`config.mk`:
```
export PLATFORM = sky130hd
export DESIGN_NAME = punc_control_hs
export DESIGN_NICKNAME = d
export VERILOG_FILES = /design/src/rtl/punc_pkg.sv /design/src/rtl/punc_mem_timer.sv /design/src/rtl/punc_control_hs.sv
export SDC_FILE = /design/constraint.sdc
export NUM_CORES = 1
export LEC_CHECK = 0
export BUFFER_PORTS_ARGS = -buffer_cell sky130_fd_sc_hd__buf_2
export CORE_ASPECT_RATIO = 0.8
export CORE_UTILIZATION = 30
export DETAILED_ROUTE_END_ITERATION = 7
export HOLD_SLACK_MARGIN = 0.05
export PLACE_DENSITY = 0.71
export REMOVE_ABC_BUFFERS = 1
export SYNTH_ARGS = -nofsm -noshare
export SYNTH_HDL_FRONTEND = slang
export SYNTH_SLANG_ARGS = --single-unit
```
`constraint.sdc`:
```
create_clock -name clk -period 2.1 [get_ports clk]
set_input_delay 0.105 -clock clk [delete_from_list [all_inputs] [get_ports clk]]
set_output_delay 0.105 -clock clk [all_outputs]
set_load 0.05 [all_outputs]
```
`src/rtl/punc_pkg.sv`:
```
// punc_pkg: opcodes, FSM state encoding and datapath select encodings shared by the PUNC control unit
package punc_pkg;
    typedef enum logic [2:0] {
        S_FETCH,
        S_DECODE,
        S_EXEC,
        S_MEM,
        S_MEM_I,
        S_HALT,
        S_FAULT
    } state_t;
    localparam logic [3:0] OP_BR  = 4'b0000;
    localparam logic [3:0] OP_ADD = 4'b0001;
    localparam logic [3:0] OP_LD  = 4'b0010;
    localparam logic [3:0] OP_ST  = 4'b0011;
    localparam logic [3:0] OP_JSR = 4'b0100;
    localparam logic [3:0] OP_AND = 4'b0101;
    localparam logic [3:0] OP_LDR = 4'b0110;
    localparam logic [3:0] OP_STR = 4'b0111;
    localparam logic [3:0] OP_NOT = 4'b1001;
    localparam logic [3:0] OP_LDI = 4'b1010;
    localparam logic [3:0] OP_STI = 4'b1011;
    localparam logic [3:0] OP_JMP = 4'b1100;
    localparam logic [3:0] OP_HLT = 4'b1101;
    localparam logic [3:0] OP_LEA = 4'b1110;
    localparam logic [1:0] ADDR_PC   = 2'd0;
    localparam logic [1:0] ADDR_ALU  = 2'd1;
    localparam logic [1:0] ADDR_TEMP = 2'd2;
    localparam logic RFW_DR = 1'b0;
    localparam logic RFW_R7 = 1'b1;
    localparam logic [1:0] RFD_ALU = 2'd0;
    localparam logic [1:0] RFD_MEM = 2'd1;
    localparam logic [1:0] RFD_PC  = 2'd2;
    localparam logic [1:0] R0_SR1  = 2'd0;
    localparam logic [1:0] R0_BASE = 2'd1;
    localparam logic [1:0] R0_SR   = 2'd2;
    localparam logic IN0_RF0 = 1'b0;
    localparam logic IN0_PC  = 1'b1;
    localparam logic [2:0] IN1_RF1     = 3'd0;
    localparam logic [2:0] IN1_IMM5    = 3'd1;
    localparam logic [2:0] IN1_OFF6    = 3'd2;
    localparam logic [2:0] IN1_PCOFF9  = 3'd3;
    localparam logic [2:0] IN1_PCOFF11 = 3'd4;
    localparam logic [1:0] ALU_ADD  = 2'd0;
    localparam logic [1:0] ALU_AND  = 2'd1;
    localparam logic [1:0] ALU_NOT  = 2'd2;
    localparam logic [1:0] ALU_PASS = 2'd3;
    function automatic logic br_taken(input logic [2:0] nzp, input logic [2:0] cond);
        return |(nzp & cond);
    endfunction
endpackage

```
`src/rtl/punc_mem_timer.sv`:
```
// punc_mem_timer: counts stalled memory-request cycles and flags when the wait limit is hit
module punc_mem_timer #(
    parameter int TMO_W       = 8,
    parameter int MEM_TIMEOUT = 200
) (
    input  logic clk,
    input  logic rst,
    input  logic run,
    input  logic clr,
    output logic expired
);
    logic [TMO_W-1:0] cnt;
    // Count consecutive cycles the request has gone unanswered
    always_ff @(posedge clk or posedge rst)
        if (rst)
            cnt <= '0;
        else if (clr)
            cnt <= '0;
        else if (run)
            cnt <= cnt + TMO_W'(1);
    assign expired = run && cnt == TMO_W'(MEM_TIMEOUT - 1);
endmodule

```
`src/rtl/punc_control_hs.sv`:
```
// punc_control_hs: PUNC multicycle control FSM with memory handshake; PUNC_CTRL_TIMEOUT_EN adds an ack-wait timeout to FAULT
module punc_control_hs
    import punc_pkg::*;
#(
    parameter int IR_W        = 16,
    parameter int TMO_W       = 8,
    parameter int MEM_TIMEOUT = 200
) (
    input  logic            clk,
    input  logic            rst,
    input  logic [IR_W-1:0] ir,
    input  logic [2:0]      cond,
    input  logic            mem_ack,
    output logic            mem_req,
    output logic            mem_we,
    output logic [1:0]      mem_addr_sel,
    output logic            ir_ld,
    output logic            pc_ld,
    output logic            pc_inc,
    output logic            temp_ld,
    output logic            rf_w_en,
    output logic            status_w_en,
    output logic            rf_w_addr_sel,
    output logic [1:0]      rf_w_data_sel,
    output logic [1:0]      rf_r0_sel,
    output logic            alu_in0_sel,
    output logic [2:0]      alu_in1_sel,
    output logic [1:0]      alu_sel,
    output logic            halted,
    output logic            fault
);
    state_t state;
    logic [3:0] op;
    logic is_ld, is_st, is_ind, base_rel, expired, unused_ir;
    assign op        = ir[IR_W-1 -: 4];
    assign is_ld     = op == OP_LD || op == OP_LDR;
    assign is_st     = op == OP_ST || op == OP_STR;
    assign is_ind    = op == OP_LDI || op == OP_STI;
    assign base_rel  = op == OP_LDR || op == OP_STR;
    assign unused_ir = ^ir;

    if (MEM_TIMEOUT < 1 || MEM_TIMEOUT > 2**TMO_W - 1) begin : g_bad_cfg
        $error("MEM_TIMEOUT must lie in 1..2**TMO_W-1");
    end

`ifdef PUNC_CTRL_TIMEOUT_EN
    punc_mem_timer #(.TMO_W(TMO_W), .MEM_TIMEOUT(MEM_TIMEOUT)) u_timer (
        .clk    (clk),
        .rst    (rst),
        .run    (mem_req && !mem_ack),
        .clr    (!mem_req || mem_ack),
        .expired(expired)
    );
`else
    assign expired = 1'b0;
`endif

    // Sequence fetch/decode/execute/memory phases; HALT and FAULT are absorbing
    always_ff @(posedge clk or posedge rst)
        if (rst)
            state <= S_FETCH;
        else if (expired)
            state <= S_FAULT;
        else
            case (state)
                S_FETCH:  if (mem_ack) state <= S_DECODE;
                S_DECODE: state <= S_EXEC;
                S_EXEC:   state <= (is_ld || is_st || is_ind) ? S_MEM : op == OP_HLT ? S_HALT : S_FETCH;
                S_MEM:    if (mem_ack) state <= is_ind ? S_MEM_I : S_FETCH;
                S_MEM_I:  if (mem_ack) state <= S_FETCH;
                default:  state <= state;
            endcase

    // Decode datapath controls from state and instruction; everything is held low during reset
    always_comb begin
        mem_req       = 1'b0;
        mem_we        = 1'b0;
        mem_addr_sel  = ADDR_PC;
        ir_ld         = 1'b0;
        pc_ld         = 1'b0;
        pc_inc        = 1'b0;
        temp_ld       = 1'b0;
        rf_w_en       = 1'b0;
        status_w_en   = 1'b0;
        rf_w_addr_sel = RFW_DR;
        rf_w_data_sel = RFD_ALU;
        rf_r0_sel     = R0_SR1;
        alu_in0_sel   = IN0_RF0;
        alu_in1_sel   = IN1_RF1;
        alu_sel       = ALU_ADD;
        halted        = 1'b0;
        fault         = 1'b0;
        if (!rst)
            case (state)
                S_FETCH: begin
                    mem_req = 1'b1;
                    ir_ld   = mem_ack;
                end
                S_DECODE: pc_inc = 1'b1;
                S_EXEC:
                    case (op)
                        OP_ADD, OP_AND, OP_NOT: begin
                            rf_w_en     = 1'b1;
                            status_w_en = 1'b1;
                            alu_in1_sel = ir[5] ? IN1_IMM5 : IN1_RF1;
                            alu_sel     = op == OP_ADD ? ALU_ADD : op == OP_AND ? ALU_AND : ALU_NOT;
                        end
                        OP_BR: begin
                            pc_ld       = br_taken(ir[11:9], cond);
                            alu_in0_sel = IN0_PC;
                            alu_in1_sel = IN1_PCOFF9;
                        end
                        OP_JMP: begin
                            pc_ld     = 1'b1;
                            rf_r0_sel = R0_BASE;
                            alu_sel   = ALU_PASS;
                        end
                        OP_JSR: begin
                            pc_ld         = 1'b1;
                            rf_w_en       = 1'b1;
                            rf_w_addr_sel = RFW_R7;
                            rf_w_data_sel = RFD_PC;
                            rf_r0_sel     = ir[11] ? R0_SR1 : R0_BASE;
                            alu_in0_sel   = ir[11] ? IN0_PC : IN0_RF0;
                            alu_in1_sel   = ir[11] ? IN1_PCOFF11 : IN1_RF1;
                            alu_sel       = ir[11] ? ALU_ADD : ALU_PASS;
                        end
                        OP_LEA: begin
                            rf_w_en     = 1'b1;
                            status_w_en = 1'b1;
                            alu_in0_sel = IN0_PC;
                            alu_in1_sel = IN1_PCOFF9;
                        end
                        default: ;
                    endcase
                S_MEM: begin
                    mem_req       = 1'b1;
                    mem_addr_sel  = ADDR_ALU;
                    mem_we        = is_st;
                    rf_r0_sel     = is_st ? R0_SR : base_rel ? R0_BASE : R0_SR1;
                    alu_in0_sel   = base_rel ? IN0_RF0 : IN0_PC;
                    alu_in1_sel   = base_rel ? IN1_OFF6 : IN1_PCOFF9;
                    rf_w_data_sel = is_ld ? RFD_MEM : RFD_ALU;
                    rf_w_en       = is_ld && mem_ack;
                    status_w_en   = is_ld && mem_ack;
                    temp_ld       = is_ind && mem_ack;
                end
                S_MEM_I: begin
                    mem_req       = 1'b1;
                    mem_addr_sel  = ADDR_TEMP;
                    mem_we        = op == OP_STI;
                    rf_r0_sel     = op == OP_STI ? R0_SR : R0_SR1;
                    rf_w_data_sel = op == OP_LDI ? RFD_MEM : RFD_ALU;
                    rf_w_en       = op == OP_LDI && mem_ack;
                    status_w_en   = op == OP_LDI && mem_ack;
                end
                S_HALT:  halted = 1'b1;
                S_FAULT: fault  = 1'b1;
                default: ;
            endcase
    end
endmodule

```
==> qor.txt <==
outcome: finished clean
area of the mapped netlist: 652 µm²
Area after DPL: 850 µm²
Critical Path RT: 2000 ps
WHS: 169 ps
detailed placement HPWL: 1560 µm
final-report setup violation count: 0
commonest cells after routing, fill and taps aside: buf_2 (32), nor2_1 (18), nand2_1 (9), nor3_1 (9), buf_4 (9)
final slew viol count: 0
met1 usage: 23.5%
Leakage Power: 0.445 nW
initial core utilization: 33.2%
Worst setup EP type: primary output
setup TNS: 0 ps
slew margin rel.: 74.2%
register area share after synthesis: 11.5%
fmax: 0.479 GHz
Crit. Startpoint: state[2]$_DFFE_PP0P_
Die Wd: 54.1 µm
clock sink total: 3
#FFs+latches synth: 3
Synth Area in XOR/XNOR: 0%
Final Total Pwr: 958 µW
wire per inst: 12.8 µm
GRT Util Overall: 18.6%
global-route wire length before repair: 3230 µm
Rows: 14
total internal power: 421 µW
Synth cell types: 40
Seq pwr share: 13.0%
Layout area overhead: 42.4%
insertion delay to the later sink of the worst-skew pair: 230 ps
Max IR drop VDD: 0.000649 V
Switching Fraction: 56.1%
Detailed Route WL: 2100 µm
clock network fraction of total power: 10.4%
CTS clk-pin slew, worst paths: 40 ps
Simple-Gate Fraction of Synth Area: 52.4%
commonest non-fill, non-tap cell in the layout: buf_2
TritonRoute pass-1 iters: 4
Critical R2R Launch: state[2]$_DFFE_PP0P_
total number of vias: 905
adder-cell area share of the yosys netlist: 0%
Clock Tree Root: clkbuf_4
Worst setup SP type: flop
Iteration-0 DRC Markers: 33
Clock Skew: 3.26 ps
pwr/cell area: 1030 nW/µm²
clock tree buffer depth: 2
area leader, netlist: dfrtp_1
critical path class: flop to primary output
Vias/cell: 5.52
Finished Cell Area: 928 µm²
Hold Startpoint: mem_ack
Cells after Synth: 102
layout cells sized above 1: 38.6%
combinational share of power: 76.6%
core area: 1960 µm²
Max FO, Critical Path: 7
main area contributors after synthesis: dfrtp_1 (12%), nor2_1 (10%), nor3_1 (6.9%), nand2b_1 (6.7%), nand2_1 (5.2%)
antenna violations before repair: 0
mux share of post-synthesis cell area: 1.73%
Final period util: 99.5%
Die Area: 2360 µm²
hold violation count in the final report: 0
cts bufs inserted: 3
Biggest register: state
grt total ovfl: 0
routability cong.: 0.838
M3 GR Usage: 3.16%
Worst Hold Class: input pin to flop
syn avg cell area: 6.39 µm²
Net count, final: 163
compound-gate portion of the synthesized area: 26.7%
Antenna Violating Nets Remaining: 0
net load switching power: 537 µW
Die Ht: 43.7 µm
main combinational cell family by area after synthesis: simple AND/OR/NAND/NOR gates
Period minus WS final: 2090 ps
busiest layer in global routing: met2
post-synth top area share: 11.5%
largest net degree at the start of global routing: 16
measured slew at the worst slew-check pin: 386 ps
WP data arrival: 1980 ps
DRC viols: 0
H-tree levels: 1
Syn. warnings: 0
vias in the first global route: 775
clock tree from TritonCTS: yes
RSZ-0062 raised after global routing: yes
GR Layer Usage met2: 30.6%
Max-cap violations: 0
diode count: 0
top flop regs: state (3)
max reg flops: 3
# port buffers: 36
io pins: 45
==> path summary, 6_finish.rpt <==
check	endpoint	slack [ps]	depth (start not counted)
worst min register to register	state[0]$_DFFE_PP0P_	530	1
max in group asynchronous	state[2]$_DFFE_PP0P_	1540	3
worst min-delay path	state[1]$_DFFE_PP0P_	170	2
min in group asynchronous	state[0]$_DFFE_PP0P_	420	3
worst max register to register	state[1]$_DFFE_PP0P_	890	4
worst max-delay path	rf_w_addr_sel	10	4
==> per-layer routing <==
metal | routed length [µm] | vias up | share of wire [%]
met4 | 21 | 0 | 1.0
met5 | 0 | - | 0
li1 | - | 450 | -
met2 | 1020 | 22 | 48
met3 | 86 | 2 | 4.1
met1 | 975 | 431 | 46
==> power groups by stage <==
| stage | Clock [mW] | Combinational [mW] | Sequential (mW) |
|---|---|---|---|
| finish | 0.0994 | 0.734 | 0.125 |
| global route | 0.111 | 0.789 | 0.127 |
| CTS | 0.107 | 0.699 | 0.125 |
| detailed placement | 0 | 0.695 | 0.123 |
| global placement | 0 | 0.681 | 0.120 |
| floorplan | 0 | 0.448 | 0.164 |
==> cell families after synthesis <==
family / after synthesis
and+or+nand+nor: 62
buffers and inverters: 11
AOI/OAI and AO/OA: 25
DFF: 3
muxes: 1
==> cell type report <==
type                            count  area, µm²
Fill cell                         211       1030
Clock buffer                        4       26.3
Tap cell                           24       30.0
Sequential cell                     3       76.3
Inverter                            2       7.51
Multi-Input combinational cell     88        536
Timing Repair Buffer               43        253
==> cells in the mapped netlist <==
| library cell | count |
|---|---|
| a21oi_1 | 6 |
| a222oi_1 | 1 |
| nor3_4 | 1 |
| or4_1 | 1 |
| or2_4 | 1 |
| a41oi_1 | 1 |
| or4b_4 | 1 |
| nor4b_1 | 1 |
| nand2_1 | 9 |
| buf_1 | 1 |
| o41ai_1 | 1 |
| nor2b_1 | 4 |
| nor3b_1 | 1 |
| or2_2 | 1 |
| o22a_1 | 1 |
| o21bai_1 | 1 |
| a311oi_1 | 1 |
| nor2_1 | 18 |
| o211ai_1 | 1 |
| a21o_1 | 1 |
| o211a_1 | 1 |
| inv_1 | 2 |
| and2_1 | 1 |
| nand3b_1 | 3 |
| buf_2 | 1 |
| clkbuf_1 | 6 |
| buf_6 | 1 |
| dfrtp_1 | 3 |
| a31oi_1 | 2 |
| and3_1 | 1 |
| and4_1 | 1 |
| or3b_2 | 1 |
| a221oi_1 | 1 |
| nor3_1 | 9 |
| o31ai_1 | 1 |
| mux2_2 | 1 |
| nand3_1 | 1 |
| o21ai_0 | 4 |
| nand2b_1 | 7 |
| o32ai_1 | 2 |
==> what timing repair did <==
item	CTS	global route
hold buffers	1	0
hold endpoints to repair	3	0
endpoints found under the setup margin	1	5
setup buffers	0	2
pin swaps	0	3
gates resized for setup	3	9
==> worst max-delay path, cell delays in order (launching register included) <==
cell and delay, ps:
dfrtp_2 430, or4b_4 560, or2_4 300, nor3_1 220
buf_4 240
==> through the flow <==
step                instances  worst slack (ps)  utilization, %
CTS                       162              5.16            45.5
detailed placement        157               171            43.3
floorplan                  93             -1160               -
global placement          157               210            43.3
global route              164             -18.6            47.3
finish                    164              11.0            47.3
Power figures use the tool's default switching activity.
